## src/rtl/rr_arbiter8_onehot.sv

```systemverilog
// ---------------------------------------------------------------------------
// rr_arbiter8_onehot
//   Eight-requester round-robin arbiter with a bounded hold time. The grant is
//   registered one-hot, with its 3-bit encoded index alongside it. The search
//   for the next owner starts at a rotating pointer. The pointer advances past
//   an owner only when that owner releases or is preempted. An owner that has
//   held for MAX_HOLD cycles while others are waiting is forcibly rotated out.
//
// Parameters
//   MAX_HOLD  maximum consecutive grant cycles while others wait (1..255)
//   CNT_W     hold counter width, 2**CNT_W > MAX_HOLD
//
// Ports
//   clk        rising-edge clock
//   rst        synchronous active-high reset
//   en         arbitration enable; low blocks new grants and preemption
//   req[7:0]   request vector, req[i] high = requester i wants/keeps resource
//   gnt[7:0]   registered one-hot grant, zero when there is no owner
//   gnt_idx    encoded owner index, meaningful while gnt_valid is high
//   gnt_valid  high while an owner exists
//   preempt    one-cycle pulse alongside the first cycle of a forced rotation
// ---------------------------------------------------------------------------
module rr_arbiter8_onehot #(
    parameter int MAX_HOLD = 16,
    parameter int CNT_W    = 8
) (
    input  logic       clk,
    input  logic       rst,
    input  logic       en,
    input  logic [7:0] req,
    output logic [7:0] gnt,
    output logic [2:0] gnt_idx,
    output logic       gnt_valid,
    output logic       preempt
);

    typedef enum logic {
        IDLE  = 1'b0,
        GRANT = 1'b1
    } state_t;

    localparam logic [CNT_W-1:0] CNT_MAX = CNT_W'(MAX_HOLD - 1);

    state_t           state, state_n;
    logic [2:0]       ptr, ptr_n;
    logic [CNT_W-1:0] hold_cnt, hold_cnt_n;
    logic [2:0]       idx_n;
    logic             valid_n;
    logic             preempt_n;
    logic [7:0]       gnt_n;

    logic [2:0]       next_start;
    logic [7:0]       others;
    logic             owner_req;
    logic [2:0]       win_idle, win_release, win_preempt;

    // First set bit of r at or after 'start', wrapping 7 -> 0. The vector is
    // rotated so that 'start' lands at bit 0, then a plain priority encoder
    // finds the offset. Callers guarantee r is non-zero when the result is used.
    function automatic logic [2:0] first_from(input logic [7:0] r, input logic [2:0] start);
        logic [15:0] dbl;
        logic [7:0]  rot;
        logic [2:0]  off;
        dbl = {r, r} >> start;
        rot = dbl[7:0];
        off = 3'd0;
        for (int i = 7; i >= 0; i--) begin
            if (rot[i]) off = 3'(i);
        end
        return start + off;   // 3-bit add wraps modulo 8
    endfunction

    assign next_start  = gnt_idx + 3'd1;
    assign others      = req & ~(8'h01 << gnt_idx);
    assign owner_req   = req[gnt_idx];
    assign win_idle    = first_from(req, ptr);
    assign win_release = first_from(req, next_start);
    assign win_preempt = first_from(others, next_start);

    // NOTE: every signal written here gets its default first, so no path can
    // leave one unassigned and infer a latch.
    always_comb begin
        state_n    = state;
        ptr_n      = ptr;
        hold_cnt_n = hold_cnt;
        idx_n      = gnt_idx;
        valid_n    = gnt_valid;
        preempt_n  = 1'b0;

        unique case (state)
            IDLE: begin
                valid_n = 1'b0;
                if (en && (req != 8'h00)) begin
                    // Fresh grant: the pointer stays put.
                    state_n    = GRANT;
                    idx_n      = win_idle;
                    valid_n    = 1'b1;
                    hold_cnt_n = '0;
                end
            end

            GRANT: begin
                if (!owner_req) begin
                    // Release. req[owner] is low, so searching req from the
                    // next index cannot pick the old owner again.
                    ptr_n = next_start;
                    if (en && (req != 8'h00)) begin
                        idx_n      = win_release;
                        hold_cnt_n = '0;
                    end else begin
                        state_n = IDLE;
                        valid_n = 1'b0;
                    end
                end else if (en && (hold_cnt == CNT_MAX) && (others != 8'h00)) begin
                    ptr_n      = next_start;
                    idx_n      = win_preempt;
                    hold_cnt_n = '0;
                    preempt_n  = 1'b1;
                end else if (hold_cnt != CNT_MAX) begin
                    // Saturate so a lone owner can hold indefinitely while the
                    // preempt condition remains armed.
                    hold_cnt_n = hold_cnt + 1'b1;
                end
            end

            default: begin
                state_n = IDLE;
                valid_n = 1'b0;
            end
        endcase

        gnt_n = valid_n ? (8'h01 << idx_n) : 8'h00;
    end

    // NOTE: sequential state uses non-blocking assignments so every register
    // samples values from before the edge, independent of statement order.
    always_ff @(posedge clk) begin
        if (rst) begin
            state     <= IDLE;
            ptr       <= 3'd0;
            hold_cnt  <= '0;
            gnt       <= 8'h00;
            gnt_idx   <= 3'd0;
            gnt_valid <= 1'b0;
            preempt   <= 1'b0;
        end else begin
            state     <= state_n;
            ptr       <= ptr_n;
            hold_cnt  <= hold_cnt_n;
            gnt       <= gnt_n;
            gnt_idx   <= idx_n;
            gnt_valid <= valid_n;
            preempt   <= preempt_n;
        end
    end

endmodule

```

## config.mk

```make
export PLATFORM = sky130hd
export DESIGN_NAME = rr_arbiter8_onehot
export DESIGN_NICKNAME = d
export VERILOG_FILES = /design/src/rtl/rr_arbiter8_onehot.sv
export SDC_FILE = /design/constraint.sdc
export NUM_CORES = 1
export LEC_CHECK = 0
export CAP_MARGIN = 15
export CELL_PAD_IN_SITES_DETAIL_PLACEMENT = 0
export CELL_PAD_IN_SITES_GLOBAL_PLACEMENT = 1
export CORE_MARGIN = 2
export CORE_UTILIZATION = 44
export DETAILED_ROUTE_END_ITERATION = 16
export PLACE_DENSITY = 0.88
export SYNTH_ARGS = -nofsm -noshare
export SYNTH_HDL_FRONTEND = slang
export SYNTH_SLANG_ARGS = --single-unit
```

## constraint.sdc

```tcl
create_clock -name clk -period 4.6 [get_ports clk]
set_input_delay 1.15 -clock clk [delete_from_list [all_inputs] [get_ports clk]]
set_output_delay 1.15 -clock clk [all_outputs]
set_load 0.02 [all_outputs]
```

==> summary.md, run 1 <==
| Metric | Value |
|---|---|
| Cell area after layout | `3580 sq um` |
| Gpl congestion | `0.922` |
| Clk buf depth | `2` |
| Clock transition at the register clock pins on the worst setup and hold paths after CTS | `0.09 ns` |
| Adder and majority cell fraction of the synthesized area | `0.0698` |
| Share of post-route cells with drive strength above 1 | `0.234` |
| Total Power Consumption | `1.10 mW` |
| TritonCTS clock tree | `yes` |
| Largest net degree at the start of global routing | `30` |
| Layout-stage area growth over the synthesis result | `27.8%` |
| Sum of routed wire length over all layers | `8260 microns` |
| Row count | `29` |
| Net count after synthesis | `371` |
| Slowest stage cell, crit path | `clkdlybuf4s50_1` |
| Combined area of all synthesized cells | `2800 sq um` |
| Combinational group share of total power | `0.652` |
| Reported leakage power | `1.43 nW` |
| Origin of the worst min-delay path | `hold_cnt[7]` |
| Number of antenna-violating nets in the routed design | `0` |
| Clock power share | `0.122` |
| Hold Path Sink | `hold_cnt[7]` |
| Maximum capacitance violations | `0` |
| Capture instance of the worst register-to-register path | `gnt[2]` |
| Post-Route Skew | `0.00258 ns` |
| Area of the die | `7010 sq um` |
| Clock Root Buffer | `clkbuf_8` |
| Largest family of logic cells by synthesized area | `compound AO/OA/AOI/OAI gates` |
| Library cell occupying the most area in the post-synthesis netlist | `dfxtp_1` |
| Mapped Avg Cell Area | `8.06 sq um` |
| Path type of the worst setup path | `in -> reg` |
| I/O Buffers | `23` |
| Portion of total power attributed to sequential cells | `0.226` |
| Arrival time at the worst endpoint | `4.65 ns` |
| Number of standard cells after synthesis | `347` |
| Worst Hold Depth | `2` |
| Overflow after GRT | `0` |
| Vias after detailed routing | `2995` |
| Multiplexer share of the synthesized area | `0.127` |
| R2R setup slack | `0.37 ns` |
| Yosys top cell area share | `0.179` |
| First-pass GRT wire length | `13700 microns` |
| Total power divided by cell area | `307 nW/um^2` |
| Outcome | `complete, no violations` |
| Data required time of the critical path | `4.78 ns` |
| Warnings, synthesis | `0` |
| Residual DRC count | `0` |
| Starting Density | `0.448` |
| Count of final max-slew check failures | `0` |
| Total of endpoints with negative setup slack in the final report | `0` |
| Top post-synthesis cells by count | `38 x nor2_1, 25 x dfxtp_1, 21 x o21ai_0` |
| Synth Area in Simple Gates | `0.270` |
| Inserted Clock Buffers | `3` |
| Maximum clock frequency | `224 MHz` |
| Top area cells in the synthesized netlist | `dfxtp_1 18%, mux4_2 10%, nor2_1 5.1%, ha_1 4.5%, o21ai_0 3.8%` |
| Compound-gate portion of the synthesized area | `0.285` |
| Post-layout worst setup margin | `0.131 ns` |
| # diodes | `0` |
| Primary flip-flop cell chosen by synthesis mapping | `dfxtp_1` |
| Share of the synthesized netlist area taken by xor and xnor gates | `0.0125` |
| Largest vdd supply drop | `0.000173 V` |
| Post-route fraction of the period consumed by the critical path | `0.971` |
| Post-Route Hold Slack | `0.495 ns` |
| Number of library cell types mapped by synthesis | `70` |
| Worst-case reg-to-reg path depth | `16` |
| Stage delay of the slowest cell on the critical path | `0.45 ns` |
| DR vias/cell | `6.10` |
| Antenna violations before repair | `0` |
| Horiz. Die Dim | `83.7 microns` |
| Pre-CTS setup slack | `-0.323 ns` |
| GR Util All Layers | `0.235` |
| Number of synthesized flops with an enable pin | `0` |
| Clock sink count | `25` |
| # Post-CTS Setup Buffers | `0` |
| Hold Path Class | `reg -> reg` |
| Router iterations before antenna repair | `5` |
| Final hold violations | `0` |
| Actual slew at the worst max-slew pin | `0.641 ns` |
| Top cell family by delay on the critical path | `compound AO/OA/AOI/OAI gates` |
| Die span in y | `83.7 microns` |
| Core Box Area | `6240 sq um` |
| Top-level I/O count | `24` |
| Crit path capture type | `flip-flop` |
| Number of buffers and inverters on the critical path | `4` |
| Internal cell power | `0.633 mW` |
| Area of placed instances | `3490 sq um` |
| Setup crit start kind | `primary input` |
| Utilization after layout | `0.573` |
| Reg2reg start | `gnt_idx[1]` |
| Cell with the most instances after synthesis | `nor2_1` |
| Post-synthesis async set-or-reset flop share | `0` |
| Max Fanout on Critical Path | `9` |
| Post-synthesis register bit count | `25` |
| Net Sw Power | `0.465 mW` |
| Average detailed-routed wire length per instance | `16.8 microns` |
| Max transition margin | `0.572` |
| Min Clock Period, post-route | `4.47 ns` |
| Violation count after the first detailed-route iteration | `238` |
| Share of total power consumed by net switching | `0.423` |
| Series of cell instances along the critical path | `clkdlybuf4s50_1 > buf_4 > a21oi_1 > inv_1 > o21ai_0 > o21ai_0 > a221o_1 > a211oi_1 > a31oi_1 > buf_4 > ha_1 > fa_1 > xor2_1 > or4_1 > nand4_1 > o21ai_4 > and2b_1` |
| Clock H-tree levels | `1` |
| Seq/Total Area, Yosys | `0.179` |
| Vias in the first global route | `2879` |
| Count of nets after finishing | `439` |
| Post-detailed-placement half-perimeter wirelength | `6290 microns` |
| Later-pin clock latency in the skew report | `0.27 ns` |
[cells in the final DEF (no fill, tap or decap), drive strengths merged, types with 9 or more instances in the layout]
master | synthesis | final
o21ai | 23 | 23
ha | 10 | 10
a22oi | 9 | 9
nand2b | 13 | 13
a21oi | 19 | 19
dfxtp | 25 | 25
mux4 | 13 | 13
inv | 16 | 16
or3 | 9 | 9
nor3 | 9 | 9
clkdlybuf4s50 | 0 | 18
nor2 | 38 | 38
buf | 11 | 62
nand2 | 17 | 17
nand3 | 10 | 10
[worst reg2reg max path, delay by kind of cell, from the launching register on]
family	cells	cell delay, ns
compound gates	5	1.03
simple gates	6	1.05
fa+ha+maj	2	1.06
flops	1	0.54
buf+inv	3	0.44
[power groups by stage]
stage               sequential, mW  combinational [mW]  clock (mW)
floorplan                    0.252               0.438           0
global placement             0.252               0.678           0
detailed placement           0.253               0.691           0
CTS                          0.248               0.696       0.136
global route                 0.251               0.786       0.149
finish                       0.248               0.715       0.134
[worst max path at each step]
| stage | startpoint | to | slack, ns | depth (start not counted) |
|---|---|---|---|---|
| 5_1_grt | req[3] | gnt[3] | -0.004 | 18 |
| 3_5_place_dp | req[7] | gnt[2] | -0.32 | 16 |
| 3_3_place_gp | req[7] | gnt[2] | -0.27 | 16 |
| 4_1_cts | req[6] | gnt[2] | 0.002 | 16 |
| 2_1_floorplan | req[2] | gnt[3] | 0.41 | 14 |
| 6_report | req[3] | gnt[2] | 0.13 | 17 |
[routing by layer]
layer / up-vias / wire length (microns) / GRT usage / part of all wire
met5: - / 0 / 0 / 0
met4: 0 / 93 / 0.0469 / 0.011
met3: 9 / 484 / 0.0336 / 0.059
met2: 108 / 3900 / 0.391 / 0.47
met1: 1425 / 3780 / 0.328 / 0.46
li1: 1453 / - / - / -
[cells by family after synthesis]
| family | count (synthesis) |
|---|---|
| adder cells (fa/ha/maj) | 14 |
| flip-flops | 25 |
| AND/OR/NAND/NOR | 139 |
| XOR/XNOR | 4 |
| AO/OA/AOI/OAI | 109 |
| multiplexers | 18 |
| buffers and inverters | 38 |
[repair_timing]
item,CTS,global route
hold buffers,0,0
resized for setup,1,14
pin swaps,0,1
setup endpoints to repair,2,7
[through the flow]
step | setup TNS [ns] | std cells
after floorplan | 0 | 347
after global placement | -1.45 | 487
after detailed placement | -1.83 | 487
after CTS | 0 | 491
after global routing | -0.00360 | 491
final | 0 | 491
[sequential cells by signal (all words and copies together), names as in the netlist]
register / cells
preempt: 1
gnt: 8
gnt_idx: 3
ptr: 3
hold_cnt: 8
gnt_valid: 1
state: 1
[cell type report]
cell class | count | area (sq um)
Sequential cell | 25 | 500
Tap cell | 77 | 96.3
Clock buffer | 3 | 41.3
Multi-Input combinational cell | 284 | 2170
Timing Repair Buffer | 85 | 704
Inverter | 16 | 60.1
Fill cell | 569 | 2670
Clock inverter | 1 | 7.51
Power figures use the tool's default switching activity.
==> inputs of run 2 (changes only) <==
- CORE_UTILIZATION: 44 -> 49
- DONT_BUFFER_PORTS: not set -> 1
==> run 2 against run 1 <==
Highest routed layer unchanged. Fmax rose by 5.0%. Critical endpoint unchanged. Clock power about the same. Design area decreased by 19%. Via count fell by 11%. Register-to-register slack got worse by 0.03 ns. Sequential share of layout area is 3.2 points higher. Utilization down 4.5 points. Worst setup slack gained 0.21 ns.
==> summary.md, run 2 (synthesis gave the netlist of run 1 again) <==
| Metric | Value |
|---|---|
| Count of final max-slew check failures | `0` |
| Max Fanout on Critical Path | `12` |
| Clock Root Buffer | `clkbuf_8` |
| TritonCTS clock tree | `yes` |
| Post-Route Skew | `0.00223 ns` |
| Violation count after the first detailed-route iteration | `211` |
| Clk buf depth | `2` |
| Global routing usage on met3 | `0.0486` |
| Vias in the first global route | `2562` |
| Clock transition at the register clock pins on the worst setup and hold paths after CTS | `0.09 ns` |
| RSZ-0062 raised after global routing | `false` |
| Reg area | `500 sq um` |
| Horiz. Die Dim | `79.6 microns` |
| Path type of the worst setup path | `reg -> reg` |
| Core Box Area | `5510 sq um` |
| Utilization after layout | `0.528` |
| Sum of routed wire length over all layers | `7220 microns` |
| I/O Buffers | `0` |
| Layout-stage area growth over the synthesis result | `3.94%` |
| Largest net degree at the start of global routing | `28` |
| Post-detailed-placement half-perimeter wirelength | `5530 microns` |
| Area of the die | `6330 sq um` |
| # diodes | `0` |
| Post-Route Hold Slack | `0.488 ns` |
| Data required time of the critical path | `4.77 ns` |
| Share of post-route cells with drive strength above 1 | `0.119` |
| Die span in y | `79.6 microns` |
| Number of antenna-violating nets in the routed design | `0` |
| Row count | `27` |
| Setup crit start kind | `flip-flop` |
| Hold Path Class | `reg -> reg` |
| Total of endpoints with negative setup slack in the final report | `0` |
| DR vias/cell | `6.51` |
| Starting Density | `0.508` |
| Multi-input gate area in the final layout | `2150 sq um` |
| Maximum capacitance violations | `0` |
| Arrival time at the worst endpoint | `4.43 ns` |
| Largest vdd supply drop | `0.000212 V` |
| Gpl congestion | `0.910` |
| Met2 usage | `0.392` |
| Average detailed-routed wire length per instance | `17.6 microns` |
| Count of nets after finishing | `362` |
| Reported leakage power | `1.05 nW` |
| Vias after detailed routing | `2663` |
| GRT Max-Usage Layer | `met2` |
| Actual slew at the worst max-slew pin | `0.582 ns` |
| Clock sink count | `25` |
| Router iterations before antenna repair | `4` |
| Outcome | `complete, no violations` |
| # hold bufs at CTS | `0` |
| Setup TNS after final layout | `0 ns` |
| Global Route met1 Usage | `0.333` |
| Antenna violations before repair | `0` |
| Post-route fraction of the period consumed by the critical path | `0.925` |
| Top flop regs | `gnt (8), hold_cnt (8)` |
| GR Util All Layers | `0.238` |
| Total power divided by cell area | `325 nW/um^2` |
| Fillers | `550` |
| # Post-CTS Setup Buffers | `0` |
| Residual DRC count | `0` |
| Top-level I/O count | `24` |
| Later-pin clock latency in the skew report | `0.27 ns` |
| Max transition margin | `0.611` |
| Clock H-tree levels | `1` |
| Min Clock Period, post-route | `4.26 ns` |
| Overflow after GRT | `0` |
| First-pass GRT wire length | `12200 microns` |
| Maximum clock frequency | `235 MHz` |
| Commonest cells after routing, fill and taps aside | `38 x nor2_1, 25 x dfxtp_1, 21 x o21ai_0` |
| Crit path capture type | `flip-flop` |
| Most common library cell in the layout ignoring fill and taps | `nor2_1` |
| Final hold violations | `0` |
| Inserted Clock Buffers | `3` |
run 2: cell types whose count changed in the layout (fill, tap and decap cells not counted), moves of 2 or more:
cell | before | now
dlymetal6s2s_1 | 4 | 0
buf_4 | 62 | 8
clkdlybuf4s50_1 | 18 | 0
o21ai_1 | 3 | 0
o21ai_0 | 18 | 21
nor2b_1 | 6 | 8
run 2: repair_timing:
action | CTS | global route
endpoints found under the setup margin | 0 | 8
hold endpoints to repair | 0 | 0
gates resized for setup | 0 | 2
run 2: metal layers:
metal / vias up / wire length, microns
li1: 1300 / -
met1: 1253 / 3340
met2: 102 / 3280
met3: 8 / 556
met4: 0 / 43
met5: - / 0
run 2: worst paths after layout:
kind	start	cells past startpoint	slack, ns	end
worst min-delay path	hold_cnt[7]	2	0.49	hold_cnt[7]
worst max-delay path	gnt_idx[1]	16	0.34	gnt[2]
worst max register to register	gnt_idx[1]	16	0.34	gnt[2]
worst min register to register	hold_cnt[7]	2	0.49	hold_cnt[7]
run 2: where the power goes:
group	leakage (nW)	total [mW]	internal, mW	switching (mW)
logic	0.816	0.552	0.236	0.317
registers	0.203	0.257	0.229	0.0279
clock network	0.0261	0.137	0.0635	0.0735
total	1.05	0.946	0.528	0.418
run 2: critical path: stages, from the launching register on:
cell	delay [ns]
dfxtp_1	0.43
ha_1	0.26
ha_1	0.54
nor2b_1	0.47
a22oi_1	0.19
nand2_1	0.15
o21ai_0	0.09
a22oi_1	0.16
a2bb2oi_1	0.17
nor2_1	0.06
ha_1	0.21
fa_1	0.43
o32a_1	0.37
o221ai_2	0.26
nor2_1	0.08
nand2_1	0.09
and2b_1	0.18
run 2: final cells by class:
| type | count | area share |
|---|---|---|
| clock buffer | 3 | 0.0142 |
| multi-input combinational | 284 | 0.738 |
| clock inverter | 1 | 0.00301 |
| timing repair buffer | 8 | 0.0207 |
| tap | 72 | 0.0310 |
| inverter | 16 | 0.0207 |
| sequential | 25 | 0.172 |
run 2: through the flow:
step / power, mW / std cells / setup slack [ns] / instance area, sq um
6_report: 0.946 / 409 / 0.344 / 2910
5_1_grt: 1.02 / 409 / 0.0998 / 2910
3_3_place_gp: 0.788 / 405 / 0.262 / 2850
4_1_cts: 0.942 / 409 / 0.206 / 2900
2_1_floorplan: 0.690 / 347 / 0.407 / 2800
3_5_place_dp: 0.800 / 405 / 0.159 / 2850
==> inputs of run 3 (changes only) <==
- CORE_UTILIZATION: 49 -> 52
- PLACE_DENSITY: 0.88 -> 0.93
- SLEW_MARGIN: not set -> 20
- clock period: 4.6 -> 5.3 ns (I/O delays scaled with it)
==> run 3 against run 2 <==
Sequential cell count is the same. Via count increased by 0.83%. Sequential share of layout area up 0.20 points. Hold slack lost 0.0030 ns.
==> summary.md, run 3 (synthesis gave the netlist of run 1 again) <==
| Metric | Value |
|---|---|
| Horiz. Die Dim | `77.4 microns` |
| I/O Buffers | `0` |
| Post-Route Hold Slack | `0.485 ns` |
| Commonest cells after routing, fill and taps aside | `38 x nor2_1, 25 x dfxtp_1, 21 x o21ai_0` |
| Clk buf depth | `2` |
| Starting Density | `0.544` |
| Count of final max-slew check failures | `0` |
| Share of post-route cells with drive strength above 1 | `0.105` |
| Vias in the first global route | `2587` |
| Total power divided by cell area | `281 nW/um^2` |
| Outcome | `complete, no violations` |
| Clock power share | `0.146` |
| Internal cell power | `0.451 mW` |
| Number of buffers and inverters on the critical path | `2` |
| Layout-stage area growth over the synthesis result | `2.73%` |
| Post-cts resize count | `0` |
| Core Box Area | `5140 sq um` |
| Later-pin clock latency in the skew report | `0.27 ns` |
| Top flop regs | `gnt (8), hold_cnt (8)` |
| RSZ-0062 raised after global routing | `false` |
| Largest vdd supply drop | `0.000145 V` |
| Share of total power consumed by net switching | `0.441` |
| Maximum clock frequency | `215 MHz` |
| Area of placed instances | `2820 sq um` |
| Min Clock Period, post-route | `4.65 ns` |
| Largest net degree at the start of global routing | `32` |
| Clock sink count | `25` |
| Total of endpoints with negative setup slack in the final report | `0` |
| Max Fanout on Critical Path | `31` |
| R2R setup slack | `0.65 ns` |
| # diodes | `0` |
| Total Power Consumption | `0.808 mW` |
| Area of the die | `5980 sq um` |
| Top-level I/O count | `24` |
| Net Sw Power | `0.356 mW` |
| Reported leakage power | `1.03 nW` |
| Number of antenna-violating nets in the routed design | `0` |
| Antenna violations before repair | `0` |
| Final hold violations | `0` |
| Stage delay of the slowest cell on the critical path | `0.58 ns` |
| Slowest stage cell, crit path | `ha_1` |
| Post-detailed-placement half-perimeter wirelength | `5370 microns` |
| Row count | `26` |
| Maximum capacitance violations | `0` |
| Count of nets after finishing | `359` |
| Clock H-tree levels | `1` |
| Portion of total power attributed to sequential cells | `0.267` |
| Clock transition at the register clock pins on the worst setup and hold paths after CTS | `0.09 ns` |
| Crit path capture type | `flip-flop` |
| Fillers | `504` |
| # hold bufs at CTS | `0` |
| # Post-CTS Setup Buffers | `0` |
| Violation count after the first detailed-route iteration | `312` |
| Top cell family by delay on the critical path | `compound AO/OA/AOI/OAI gates` |
| Post-route fraction of the period consumed by the critical path | `0.877` |
| Most common library cell in the layout ignoring fill and taps | `nor2_1` |
| Actual slew at the worst max-slew pin | `0.589 ns` |
| First-pass GRT wire length | `12400 microns` |
| Max transition margin | `0.607` |
| Router iterations before antenna repair | `5` |
| Path type of the worst setup path | `reg -> reg` |
| Hold Path Class | `reg -> reg` |
| Post-Route Skew | `0.00512 ns` |
| Gpl congestion | `0.887` |
| Average detailed-routed wire length per instance | `17.7 microns` |
| Sum of routed wire length over all layers | `7160 microns` |
| Residual DRC count | `0` |
| Data required time of the critical path | `5.48 ns` |
| Vias after detailed routing | `2685` |
| Combinational group share of total power | `0.586` |
| DR vias/cell | `6.65` |
| TritonCTS clock tree | `yes` |
| Setup TNS after final layout | `0 ns` |
| Arrival time at the worst endpoint | `4.82 ns` |
| Die span in y | `77.4 microns` |
| Inserted Clock Buffers | `3` |
| Cell area after layout | `2870 sq um` |
| Series of cell instances along the critical path | `buf_4 > inv_2 > ha_1 > nor2b_1 > a22oi_1 > nand2_1 > o21ai_0 > a22oi_1 > a2bb2oi_1 > nor2_1 > ha_1 > fa_1 > o32a_1 > o221ai_1 > nor2_1 > nand2_1 > and2b_1` |
| Clock Root Buffer | `clkbuf_8` |
| Setup crit start kind | `flip-flop` |
| GR Util All Layers | `0.249` |
| Overflow after GRT | `0` |
-- run 3: power by group through the flow --
stage | sequential, mW | combinational, mW | clock (mW)
after floorplan | 0.219 | 0.380 | 0
final | 0.216 | 0.473 | 0.118
after CTS | 0.216 | 0.468 | 0.121
after global placement | 0.220 | 0.454 | 0
after detailed placement | 0.221 | 0.465 | 0
after global routing | 0.218 | 0.529 | 0.128
-- run 3: area by class of cell --
class                   count  area, sq um  area share
multi-input cells         284         2140       0.744
flip-flops and latches     25          500       0.174
well taps                  70         87.6      0.0305
inverters                  16         60.1      0.0209
clock buffers               3         41.3      0.0144
repair buffers              5         37.5      0.0131
clock inverters             1         8.76     0.00305
-- run 3: tightest hold or removal path, delay by kind of cell, from the launching register on --
kind | cells | cell delay, ns
compound gates | 2 | 0.13
flops | 1 | 0.33
-- run 3: path summary, 6_finish.rpt --
kind | startpoint | end | cells past startpoint
worst max-delay path | gnt_idx[0] | gnt[2] | 17
worst min-delay path | hold_cnt[7] | hold_cnt[7] | 2
worst max register to register | gnt_idx[0] | gnt[2] | 17
worst min register to register | hold_cnt[7] | hold_cnt[7] | 2
-- run 3: per-stage QoR --
| stage | instances | setup WS, ns | utilization |
|---|---|---|---|
| finish | 404 | 0.654 | 0.559 |
| global route | 404 | 0.284 | 0.559 |
| CTS | 404 | 0.747 | 0.559 |
| detailed placement | 400 | 0.647 | 0.549 |
| global placement | 400 | 0.775 | 0.549 |
| floorplan | 347 | 0.932 | - |
-- run 3: metal layers --
layer,vias up,global-route usage,share of wire
met2,103,0.402,0.47
met1,1278,0.355,0.46
li1,1292,-,-
met5,-,0,0
met4,0,0.0518,0.011
met3,12,0.0372,0.063
